$ cat config.mk
export PLATFORM = sky130hd
export DESIGN_NAME = accum_multichan
export DESIGN_NICKNAME = d
export VERILOG_FILES = /design/src/rtl/accum_multichan.sv
export SDC_FILE = /design/constraint.sdc
export NUM_CORES = 1
export LEC_CHECK = 0
export BUFFER_PORTS_ARGS = -buffer_cell sky130_fd_sc_hd__buf_2
export CORE_MARGIN = 5
export CORE_UTILIZATION = 53
export DETAILED_ROUTE_END_ITERATION = 16
export GPL_TIMING_DRIVEN = 0
export PLACE_DENSITY = 0.83
export SYNTH_ARGS = -nofsm -noshare
export SYNTH_HDL_FRONTEND = slang
export SYNTH_SLANG_ARGS = --single-unit
$ cat constraint.sdc
create_clock -name Clock -period 3.7 [get_ports Clock]
set_input_delay 0.185 -clock Clock [delete_from_list [all_inputs] [get_ports Clock]]
set_output_delay 0.185 -clock Clock [all_outputs]
set_load 0.02 [all_outputs]
$ cat src/rtl/accum_multichan.sv
// Multi-channel signed accumulator with a two-stage valid/ready pipeline.
// Stage A holds the request; stage B updates the bank and the output register.
module accum_multichan #(
  parameter int N   = 16,
  parameter int CH  = 4,
  parameter int SAT = 0,
  localparam int CW = $clog2(CH)
) (
  input  logic          Clock,
  input  logic          Reset,
  input  logic          InValid,
  output logic          InReady,
  input  logic [CW-1:0] Chan,
  input  logic [1:0]    Op,
  input  logic [N-1:0]  Data,
  output logic          OutValid,
  input  logic          OutReady,
  output logic [CW-1:0] OutChan,
  output logic [N-1:0]  OutZ,
  output logic          OutOverflow,
  output logic [CH-1:0] OvfSticky,
  input  logic [CH-1:0] OvfClr
);

  typedef enum logic [1:0] {OP_ADD, OP_SUB, OP_LOAD, OP_CLR} op_e;

  typedef struct packed {
    logic [CW-1:0] chan;
    op_e           op;
    logic [N-1:0]  data;
  } req_t;

  req_t          a_req;
  logic          a_valid;
  logic [N-1:0]  bank [CH];

  logic          stall, accept, wr;
  logic [N-1:0]  acc, opb, sum, res;
  logic          cin, ovf;
  logic [CH-1:0] set_mask;

  assign stall   = OutValid && !OutReady;
  assign InReady = !a_valid || !stall;
  assign accept  = InValid && InReady;
  assign wr      = a_valid && !stall;

  // Bank is written at the same edge the result is presented, so a
  // back-to-back op on the same channel reads the fresh value directly.
  always_comb begin
    acc = bank[a_req.chan];
    opb = a_req.data;
    cin = 1'b0;
    if (a_req.op == OP_SUB) begin
      opb = ~a_req.data;
      cin = 1'b1;
    end
    sum = acc + opb + {{(N-1){1'b0}}, cin};
    res = sum;
    ovf = 1'b0;
    case (a_req.op)
      OP_ADD, OP_SUB: begin
        ovf = (acc[N-1] == opb[N-1]) && (sum[N-1] != acc[N-1]);
        if (ovf && SAT != 0)
          res = acc[N-1] ? {1'b1, {(N-1){1'b0}}} : {1'b0, {(N-1){1'b1}}};
      end
      OP_LOAD: res = a_req.data;
      default: res = '0;
    endcase
  end

  always_comb begin
    set_mask = '0;
    if (wr && ovf) set_mask[a_req.chan] = 1'b1;
  end

  always_ff @(posedge Clock or posedge Reset) begin
    if (Reset) begin
      a_valid <= 1'b0;
      a_req   <= '0;
    end else begin
      if (accept) a_req <= '{chan: Chan, op: op_e'(Op), data: Data};
      a_valid <= accept || (a_valid && stall);
    end
  end

  always_ff @(posedge Clock or posedge Reset) begin
    if (Reset) begin
      OutValid    <= 1'b0;
      OutChan     <= '0;
      OutZ        <= '0;
      OutOverflow <= 1'b0;
    end else if (!stall) begin
      OutValid <= a_valid;
      if (a_valid) begin
        OutChan     <= a_req.chan;
        OutZ        <= res;
        OutOverflow <= ovf;
      end
    end
  end

  always_ff @(posedge Clock or posedge Reset) begin
    if (Reset) begin
      for (int i = 0; i < CH; i++) bank[i] <= '0;
    end else if (wr) begin
      bank[a_req.chan] <= res;
    end
  end

  // A set on the same edge as a clear wins.
  always_ff @(posedge Clock or posedge Reset) begin
    if (Reset) OvfSticky <= '0;
    else       OvfSticky <= (OvfSticky & ~OvfClr) | set_mask;
  end

endmodule
==> impl_metrics.env, run 1 <==
export IMPL_crit_slowest_cell="dfrtp_2"
export IMPL_drive_gt1_share_pct=23.6
export IMPL_finClkSkew_ns=0.00778
export IMPL_firstDrtPassIters=5
export IMPL_syn_area_per_cell_um2=10.7
export IMPL_ir_drop_uv=343
export IMPL_fin_util_pct=61.7
export IMPL_synth_flop_cell="dfrtp_1"
export IMPL_p_int_mw=3.17
export IMPL_cts_clk_slew_worst_paths_ns=0.11
export IMPL_synth_xor_xnor_area_share_pct=4.66
export IMPL_antenna_found_initial=0
export IMPL_switching_share_pct=41.6
export IMPL_grt_first_pass_wirelength_mm=22.4
export IMPL_p_clk_share_pct=16.6
export IMPL_synth_fa_ha_area_share_pct=3.58
export IMPL_initial_core_util_pct=53.5
export IMPL_fp_dieH_um=111
export IMPL_synth_seq_area_share_pct=50.1
export IMPL_power_switching_mw=2.26
export IMPL_synth_seq_cells=109
export IMPL_gp_congestion=0.885
export IMPL_die_w_um=111
export IMPL_r2r_slack_ns=0.13
export IMPL_ios=53
export IMPL_ant_nets=0
export IMPL_clockRootBuffer="clkbuf_8"
export IMPL_synthSimpleGateAreaFrac_pct=10.3
export IMPL_start_kind="flop"
export IMPL_cp_buffers_inverters=2
export IMPL_synth_top_area_cell="dfrtp_1"
export IMPL_coreArea_um2=10200
export IMPL_syn_inst=508
export IMPL_end_kind="flop"
export IMPL_clock_fmax_mhz=280
export IMPL_worst_setup_path_type="flop to flop"
export IMPL_synth_edf_count=0
export IMPL_p_leak_nw=2.90
export IMPL_dpl_hpwl_mm=9.60
export IMPL_crit_fanout=10
export IMPL_maxCapViolCount=0
export IMPL_num_rows=37
export IMPL_final_cell_mix="107 x dfrtp_1, 84 x nand2_1, 70 x o21ai_0"
export IMPL_synthMuxAreaShare_pct=12.0
export IMPL_cts_sinks=109
export IMPL_drv_slew=0
export IMPL_final_common_cell="dfrtp_1"
export IMPL_max_slew_margin_rel_pct=52.4
export IMPL_dieArea_um2=12400
export IMPL_syn_num_nets=551
export IMPL_yosysWarnings=0
export IMPL_hold_violations=0
export IMPL_vias=4357
export IMPL_syn2layout_area_growth_pct=15.5
export IMPL_p_seq_share_pct=35.0
export IMPL_rsz0062_at_grt="false"
export IMPL_vias_per_cell=6.09
export IMPL_synth_top_area_share_pct=50.1
export IMPL_cts_buffers=9
export IMPL_outcome="completed"
export IMPL_h_tree_depth=3
export IMPL_crit_path_frequent_cell="a21o_1"
export IMPL_max_stage_delay_ns=0.46
export IMPL_drt_total_wl_mm=13.9
export IMPL_crit_chain="clkbuf_4 -> clkbuf_4 -> mux4_2 -> ha_1 -> a21o_1 -> a21o_1 -> a21oi_1 -> o41ai_4 -> a21o_1 -> a2111oi_1 -> a41o_1 -> o31ai_1"
export IMPL_insertion_delay_ns=0.38
export IMPL_synth_compound_area_share_pct=16.0
export IMPL_synth_area_top_cells="dfrtp_1 50%, mux4_2 6.6%, o21ai_0 6.4%, nand2_1 5.9%, mux2_2 5.2%"
export IMPL_grt_usage_pct=22.6
export IMPL_grt_overflow_total=0
export IMPL_grt_max_degree=76
export IMPL_cp_required_ns=3.95
export IMPL_cp_top_family="compound AO/OA/AOI/OAI gates"
export IMPL_drcViolationCount=0
export IMPL_diodes=0
export IMPL_finalCritPeriodShare_pct=96.5
export IMPL_nNetsFinal=618
export IMPL_post_route_min_period_ns=3.57
export IMPL_p_per_area_nw_per_um2=865
export IMPL_combPwrFrac_pct=48.4
export IMPL_avgRoutedWirePerCell_um=19.4
export IMPL_arrival_ns=3.82
export IMPL_async_reset_ff_share_pct=100
export IMPL_cts_tree="done"
export IMPL_grt_pass1_vias=4531
export IMPL_clockBufferDepth=2
export IMPL_drt_iter0_markers=440
export IMPL_synth_top_family_by_area="compound AO/OA/AOI/OAI gates"
export IMPL_worstHoldPathType="primary input to flop"
export IMPL_portBuffers=52
export IMPL_setup_viol=0
export IMPL_power_total_mw=5.44
export IMPL_tightest_slew_ns=0.714
export IMPL_netlist_area_um2=5450
export IMPL_synth_distinct_cells=51
-- kinds of logic (layout without fill, tap and decap cells) --
family | count (synthesis) | count (layout)
buffers and inverters | 46 | 118
flip-flops | 109 | 109
AND/OR/NAND/NOR | 132 | 132
AO/OA/AOI/OAI | 135 | 135
multiplexers | 42 | 42
adder cells (fa/ha/maj) | 15 | 15
XOR/XNOR | 29 | 29
-- layout make-up --
type,instances,area [um2]
clock inverter,7,128
buffer,27,129
clock buffer,9,124
timing repair buffer,58,335
sequential,109,2730
inverter,17,68.8
fill,767,3900
tap,136,170
multi-input combinational,353,2600
-- power by group through the flow --
stage / combinational [mW] / clock [mW] / sequential [mW]
detailed placement: 2.45 / 0 / 1.89
floorplan: 1.77 / 0 / 1.93
global route: 2.88 / 0.965 / 1.94
CTS: 2.50 / 0.908 / 1.88
global placement: 2.35 / 0 / 1.85
finish: 2.63 / 0.903 / 1.90
-- flip-flops by register name (all words and copies together), names as in the netlist --
signal / flops
bank: 64
a_valid: 1
OutOverflow: 1
OutChan: 2
OutValid: 1
OutZ: 16
a_req: 20
OvfSticky: 4
-- Yosys cell counts (2+ instances only) --
| cell type | n |
|---|---|
| xor2_1 | 7 |
| a21o_1 | 8 |
| ha_1 | 14 |
| a31oi_1 | 4 |
| clkbuf_1 | 26 |
| inv_1 | 16 |
| a22oi_1 | 11 |
| xnor2_1 | 22 |
| and3_1 | 4 |
| o21a_1 | 3 |
| a32oi_1 | 4 |
| nand2_1 | 85 |
| mux2_2 | 25 |
| nor2_1 | 18 |
| o32ai_1 | 3 |
| a41o_1 | 2 |
| nand4_1 | 3 |
| mux4_2 | 16 |
| and2_1 | 3 |
| a21oi_1 | 10 |
| dfrtp_1 | 109 |
| o31ai_1 | 4 |
| a2111oi_0 | 2 |
| buf_1 | 2 |
| o21ai_0 | 70 |
| nor3_1 | 5 |
| nand3_1 | 4 |
| nor2b_1 | 2 |
| nand2b_1 | 4 |
-- metrics by stage --
| step | hold slack (ns) | instances | setup slack (ns) | cell area, um2 | setup TNS [ns] |
|---|---|---|---|---|---|
| 5_1_grt | 0.00750 | 716 | 0.00911 | 6290 | 0 |
| 4_1_cts | 0.00242 | 716 | 0.0316 | 6220 | 0 |
| 6_report | 0.00769 | 716 | 0.130 | 6290 | 0 |
| 3_5_place_dp | 0.237 | 697 | -0.560 | 5910 | -14.43 |
| 3_3_place_gp | 0.369 | 696 | -0.532 | 5880 | -47.16 |
| 2_1_floorplan | 0.284 | 508 | 0.0646 | 5450 | 0 |
-- worst register-to-register path, stage by stage (launching register included) --
cell and delay [ns]:
dfrtp_2 0.46, clkbuf_4 0.28, clkbuf_4 0.27, mux4_2 0.37
ha_1 0.39, a21o_1 0.21, a21o_1 0.17, a21oi_1 0.23
o41ai_4 0.13, a21o_1 0.22, a2111oi_1 0.39, a41o_1 0.22
o31ai_1 0.10
-- final timing paths --
| check | from | end | depth (start not counted) |
|---|---|---|---|
| setup / recovery | a_req[19] | bank[30] | 12 |
| hold / removal | OvfClr[2] | OvfSticky[2] | 2 |
| setup reg to reg | a_req[19] | bank[30] | 12 |
| hold reg to reg | bank[6] | bank[6] | 2 |
| max in group asynchronous | Reset | a_req[17] | 4 |
| min in group asynchronous | Reset | OvfSticky[2] | 3 |
-- routing by layer --
metal | up-vias | part of all wire, % | GRT usage [%]
met3 | 41 | 7.1 | 5.27
met1 | 2166 | 40 | 28.8
li1 | 1941 | - | -
met2 | 209 | 49 | 36.8
met5 | - | 0 | 0
met4 | 0 | 3.5 | 10.5
-- what timing repair did --
| item | 4_1_cts | 5_1_grt |
|---|---|---|
| hold buffers | 4 | 0 |
| setup buffers | 0 | 1 |
| endpoints found under the setup margin | 48 | 32 |
| resized for setup | 12 | 16 |
| hold endpoints to repair | 37 | 0 |
No activity file was read; power rests on OpenSTA's default activity.
==> run 2, diff against run 1 <==
--- a/config.mk
+++ b/config.mk
@@ -5,12 +5,13 @@
 export SDC_FILE = /design/constraint.sdc
 export NUM_CORES = 1
 export LEC_CHECK = 0
+export ABC_AREA = 1
 export BUFFER_PORTS_ARGS = -buffer_cell sky130_fd_sc_hd__buf_2
 export CORE_MARGIN = 5
-export CORE_UTILIZATION = 53
+export CORE_UTILIZATION = 54
 export DETAILED_ROUTE_END_ITERATION = 16
 export GPL_TIMING_DRIVEN = 0
-export PLACE_DENSITY = 0.83
+export PLACE_DENSITY = 0.85
 export SYNTH_ARGS = -nofsm -noshare
 export SYNTH_HDL_FRONTEND = slang
 export SYNTH_SLANG_ARGS = --single-unit
==> impl_metrics.env, run 2 <==
export IMPL_outcome="completed"
export IMPL_fp_dieH_um=111
export IMPL_synthMuxAreaShare_pct=0.812
export IMPL_synth_seq_area_share_pct=49.2
export IMPL_finClkSkew_ns=0.00833
export IMPL_insertion_delay_ns=0.38
export IMPL_drt_total_wl_mm=15.0
export IMPL_synth_flop_cell="dfrtp_1"
export IMPL_die_w_um=111
export IMPL_stdcell_count=880
export IMPL_largest_reg_flops=64
export IMPL_hold_violations=0
export IMPL_grt_overflow_total=0
export IMPL_synth_distinct_cells=37
export IMPL_synth_seq_cells=109
export IMPL_drcViolationCount=0
export IMPL_worst_setup_path_type="flop to flop"
export IMPL_syn2layout_area_growth_pct=13.0
export IMPL_gp_congestion=0.946
export IMPL_dpl_hpwl_mm=11.0
export IMPL_start_kind="flop"
export IMPL_arrival_ns=3.80
export IMPL_grt_usage_pct=23.8
export IMPL_dpl_worst_slack_ns=-0.0700
export IMPL_cts_buffers=9
export IMPL_end_kind="flop"
export IMPL_tightest_slew_ns=0.657
export IMPL_ant_nets=0
export IMPL_maxCapViolCount=0
export IMPL_synth_top_area_share_pct=49.2
export IMPL_top_regs="bank (64), a_req (20), OutZ (16)"
export IMPL_num_rows=37
export IMPL_top_register="bank"
export IMPL_ios=53
export IMPL_syn_inst=669
export IMPL_synth_commonest_cells="220 x nand2_1, 109 x dfrtp_1, 74 x inv_1"
export IMPL_netlist_area_um2=5550
export IMPL_synthSimpleGateAreaFrac_pct=22.3
export IMPL_yosysWarnings=0
export IMPL_cts_sinks=109
export IMPL_tns_ns=0
export IMPL_synth_area_top_cells="dfrtp_1 49%, nand2_1 15%, inv_1 5.0%, ha_1 3.2%, xor2_1 2.8%"
export IMPL_dieArea_um2=12400
export IMPL_coreArea_um2=10200
export IMPL_synth_fa_ha_area_share_pct=3.52
export IMPL_synth_top_area_cell="dfrtp_1"
export IMPL_grt_pass1_vias=4974
export IMPL_clock_fmax_mhz=285
export IMPL_synth_most_common_cell="nand2_1"
export IMPL_post_route_min_period_ns=3.51
export IMPL_synth_edf_count=0
export IMPL_setup_viol=0
export IMPL_finalCritPeriodShare_pct=94.8
export IMPL_diodes=0
export IMPL_ir_drop_uv=328
export IMPL_r2r_slack_ns=0.19
export IMPL_firstDrtPassIters=6
export IMPL_power_total_mw=4.94
export IMPL_final_cell_mix="220 x nand2_1, 109 x dfrtp_1, 71 x inv_1"
export IMPL_nNetsFinal=783
export IMPL_grt_first_pass_wirelength_mm=24.0
export IMPL_hold_ws_ns=0.00222
export IMPL_drive_gt1_share_pct=17.1
export IMPL_p_per_area_nw_per_um2=789
export IMPL_final_common_cell="nand2_1"
export IMPL_synth_compound_area_share_pct=14.2
export IMPL_antenna_found_initial=0
export IMPL_clockBufferDepth=2
export IMPL_vias_per_cell=5.76
export IMPL_p_leak_nw=3.34
export IMPL_max_slew_margin_rel_pct=56.2
export IMPL_grt_max_degree=71
export IMPL_vias=5072
export IMPL_cts_tree="done"
export IMPL_dp_cells=858
export IMPL_syn_num_nets=712
export IMPL_worstHoldPathType="primary input to flop"
export IMPL_portBuffers=52
export IMPL_cts_clk_slew_worst_paths_ns=0.10
export IMPL_synth_xor_xnor_area_share_pct=2.84
export IMPL_drt_iter0_markers=649
export IMPL_avgRoutedWirePerCell_um=17.1
export IMPL_drv_slew=0
export IMPL_clockRootBuffer="clkbuf_8"
export IMPL_async_reset_ff_share_pct=100
export IMPL_initial_core_util_pct=54.4
export IMPL_synth_top_family_by_area="simple AND/OR/NAND/NOR gates"
export IMPL_crit_fanout=10
export IMPL_setup_ws_ns=0.192
export IMPL_syn_area_per_cell_um2=8.29
export IMPL_h_tree_depth=3
export IMPL_cp_required_ns=3.99
## run 2: cell count changes after synthesis, moves of 21 or more
cell     delta
mux2_2     -21
o22ai_1    +23
nand2_1   +135
o21ai_0    -45
xnor2_1    -22
inv_1      +58
## run 2: path summary, 6_finish.rpt
| kind | end | depth (start not counted) | startpoint |
|---|---|---|---|
| worst max-delay path | OvfSticky[2] | 14 | a_req[18] |
| worst min register to register | OutZ[11] | 2 | OutZ[11] |
| worst max register to register | OvfSticky[2] | 14 | a_req[18] |
| max in group asynchronous | bank[43] | 4 | Reset |
| min in group asynchronous | OutZ[1] | 3 | Reset |
| worst min-delay path | a_valid | 3 | InValid |
## run 2: metrics by stage
stage          instance area [um2]  util [%]
2_1_floorplan                 5550         -
3_3_place_gp                  5980      58.7
3_5_place_dp                  6010      59.0
4_1_cts                       6220      61.1
5_1_grt                       6270      61.5
6_report                      6270      61.5
## run 2: per-layer routing
layer  global-route usage, %  routed length [um]
met1                    30.7                5880
met2                    40.6                7180
met3                    4.40                1610
met4                    8.52                 372
met5                       0                   0
## run 2: final cells by class
class / count / area [um2]
Fill cell: 871 / 3920
Sequential cell: 109 / 2730
Multi-Input combinational cell: 458 / 2430
Timing Repair Buffer: 62 / 365
Inverter: 78 / 299
Tap cell: 136 / 170
Clock buffer: 11 / 151
Buffer: 22 / 101
Clock inverter: 4 / 23.8
## run 2: cell families after synthesis
group,Yosys count
AOI/OAI and AO/OA,125
xor gates and xnor gates,18
adders and majority gates,15
buffers and inverters,102
DFF,109
muxes,4
and+or+nand+nor,296
## run 2: critical path: stages (launching register included)
cell      delay, ns
dfrtp_1        0.47
nand2_1        0.11
clkbuf_1       0.51
clkbuf_2       0.38
o221ai_1       0.23
ha_1           0.41
nand2_1        0.11
inv_1          0.06
nand3_1        0.11
nor2_1         0.07
a211oi_1       0.40
nand2_2        0.12
nand2_1        0.09
nand3_2        0.17
o22ai_1        0.19
## run 2: report_power, final
part           internal (mW)  leakage (nW)  switching (mW)  total (mW)
combinational          0.819          1.87            1.58        2.40
sequential              1.64          1.37           0.231        1.87
clock                  0.276        0.0949           0.401       0.677
total                   2.73          3.34            2.21        4.94
## run 2: timing repair
action                                 CTS  global route
hold buffers                             4             0
setup endpoints to repair               16            25
setup buffers                            0             5
pin swaps                                0             0
endpoints found under the hold margin   42             0
resized for setup                        2            11
==> run 3, diff against run 2 <==
--- a/config.mk
+++ b/config.mk
@@ -8,10 +8,11 @@
 export ABC_AREA = 1
 export BUFFER_PORTS_ARGS = -buffer_cell sky130_fd_sc_hd__buf_2
 export CORE_MARGIN = 5
-export CORE_UTILIZATION = 54
+export CORE_UTILIZATION = 56
+export CTS_BUF_LIST = sky130_fd_sc_hd__clkbuf_8
 export DETAILED_ROUTE_END_ITERATION = 16
 export GPL_TIMING_DRIVEN = 0
-export PLACE_DENSITY = 0.85
+export PLACE_DENSITY = 0.87
 export SYNTH_ARGS = -nofsm -noshare
 export SYNTH_HDL_FRONTEND = slang
 export SYNTH_SLANG_ARGS = --single-unit
==> impl_metrics.env, run 3 (synthesis gave the netlist of run 2 again) <==
export IMPL_outcome="completed"
export IMPL_switching_share_pct=43.8
export IMPL_dieArea_um2=12000
export IMPL_worstHoldPathType="primary input to flop"
export IMPL_insertion_delay_ns=0.37
export IMPL_gp_congestion=0.908
export IMPL_tightest_slew_ns=0.654
export IMPL_max_stage_delay_ns=0.47
export IMPL_portBuffers=52
export IMPL_vias=4991
export IMPL_ir_drop_uv=355
export IMPL_drt_iter0_markers=453
export IMPL_cp_buffers_inverters=3
export IMPL_design_area_um2=6260
export IMPL_grt_max_degree=65
export IMPL_finalCritPeriodShare_pct=94.5
export IMPL_drcViolationCount=0
export IMPL_tns_ns=0
export IMPL_grt_first_pass_wirelength_mm=23.6
export IMPL_ant_nets=0
export IMPL_drt_total_wl_mm=14.6
export IMPL_setup_viol=0
export IMPL_p_leak_nw=3.33
export IMPL_vias_per_cell=5.71
export IMPL_largest_reg_flops=64
export IMPL_post_route_min_period_ns=3.50
export IMPL_p_clk_share_pct=14.6
export IMPL_final_cell_mix="220 x nand2_1, 109 x dfrtp_1, 73 x inv_1"
export IMPL_clock_fmax_mhz=286
export IMPL_r2r_slack_ns=0.20
export IMPL_num_rows=36
export IMPL_end_kind="flop"
export IMPL_start_kind="flop"
export IMPL_crit_path_frequent_cell="o21ai_0"
export IMPL_grt_pass1_vias=4822
export IMPL_drv_slew=0
export IMPL_cts_clk_slew_worst_paths_ns=0.10
export IMPL_cts_buffers=9
export IMPL_top_register="bank"
export IMPL_cp_top_family="compound AO/OA/AOI/OAI gates"
export IMPL_top_regs="bank (64), a_req (20), OutZ (16)"
export IMPL_worst_setup_path_type="flop to flop"
export IMPL_final_common_cell="nand2_1"
export IMPL_cts_tree="done"
export IMPL_clockRootBuffer="clkbuf_8"
export IMPL_p_int_mw=2.78
export IMPL_grt_overflow_total=0
export IMPL_p_seq_share_pct=37.7
export IMPL_power_switching_mw=2.17
export IMPL_post_dp_cell_area_um2=6000
export IMPL_arrival_ns=3.75
export IMPL_ios=53
export IMPL_crit_fanout=6
export IMPL_combPwrFrac_pct=47.7
export IMPL_p_per_area_nw_per_um2=790
export IMPL_hold_ws_ns=0.00623
export IMPL_diodes=0
export IMPL_die_w_um=110
export IMPL_grt_usage_pct=25.6
export IMPL_fin_util_pct=64.3
export IMPL_max_slew_margin_rel_pct=56.4
export IMPL_cp_required_ns=3.95
export IMPL_rsz0062_at_grt="false"
export IMPL_crit_slowest_cell="dfrtp_1"
export IMPL_syn2layout_area_growth_pct=12.8
export IMPL_hold_violations=0
export IMPL_fp_dieH_um=110
export IMPL_antenna_found_initial=0
export IMPL_drive_gt1_share_pct=16.5
export IMPL_h_tree_depth=3
export IMPL_clockBufferDepth=2
export IMPL_finClkSkew_ns=0.00995
export IMPL_firstDrtPassIters=5
export IMPL_avgRoutedWirePerCell_um=16.7
export IMPL_cts_sinks=109
export IMPL_coreArea_um2=9730
export IMPL_initial_core_util_pct=57.0
export IMPL_maxCapViolCount=0
export IMPL_crit_chain="inv_2 -> nor2_2 -> clkinvlp_4 -> o22ai_1 -> a21oi_1 -> o21a_1 -> fa_1 -> inv_1 -> nand3_1 -> nand3_1 -> a21boi_2 -> o21ai_0 -> a21oi_1 -> o21ai_0 -> o21ai_0 -> nand2_1 -> o21ai_0"
export IMPL_nNetsFinal=780
export IMPL_dpl_hpwl_mm=10.6
[run 3: cell types whose count changed in the layout (fill, tap and decap cells not counted), moves of 2 or more]
cell,delta
o21ai_1,-2
buf_4,-3
clkinv_2,-3
inv_1,+2
o21ai_0,+2
[run 3: area by class of cell]
class / instances / area [um2]
Fill cell: 814 / 3470
Sequential cell: 109 / 2730
Multi-Input combinational cell: 458 / 2430
Timing Repair Buffer: 59 / 343
Inverter: 78 / 299
Tap cell: 133 / 166
Clock buffer: 10 / 138
Buffer: 22 / 101
Clock inverter: 5 / 53.8
[run 3: metal layers]
layer / vias to the layer above / GRT usage (%) / share of wire (%)
met4: 0 / 9.71 / 3.3
met1: 2390 / 33.1 / 40
met2: 251 / 41.5 / 47
met5: - / 0 / 0
li1: 2303 / - / -
met3: 47 / 6.58 / 9.0
[run 3: through the flow]
stage | setup WS (ns) | power (mW) | std cells
finish | 0.204 | 4.95 | 874
global route | 0.00604 | 5.29 | 874
CTS | 0.0672 | 4.88 | 874
detailed placement | -0.0567 | 4.16 | 855
global placement | -0.440 | 4.01 | 854
floorplan | 0.641 | 3.53 | 669
[run 3: timing repair]
action	in CTS	in global routing
hold buffers	4	0
resized for setup	2	9
buffers inserted	0	2
setup endpoints to repair	17	28
endpoints found under the hold margin	48	0
[run 3: worst reg2reg max path: cells and delay by family, from the launching register on]
family          cells  cell delay [ns]
buf+inv             3             0.39
compound gates      9             1.31
simple gates        4             0.73
fa+ha+maj           1             0.47
flops               1             0.47
[run 3: path summary, 6_finish.rpt]
kind / from / to / cells past startpoint
hold / removal: OvfClr[1] / OvfSticky[1] / 2
min in group asynchronous: Reset / OvfSticky[3] / 3
max in group asynchronous: Reset / a_req[13] / 4
setup / recovery: a_req[18] / bank[40] / 17
hold reg to reg: OutZ[7] / OutZ[7] / 2
setup reg to reg: a_req[18] / bank[40] / 17
[run 3: power by group through the flow]
stage / logic (mW) / clock network, mW / registers [mW]
2_1_floorplan: 1.58 / 0 / 1.95
3_3_place_gp: 2.16 / 0 / 1.85
3_5_place_dp: 2.28 / 0 / 1.88
4_1_cts: 2.30 / 0.725 / 1.86
5_1_grt: 2.61 / 0.779 / 1.91
6_report: 2.36 / 0.722 / 1.86
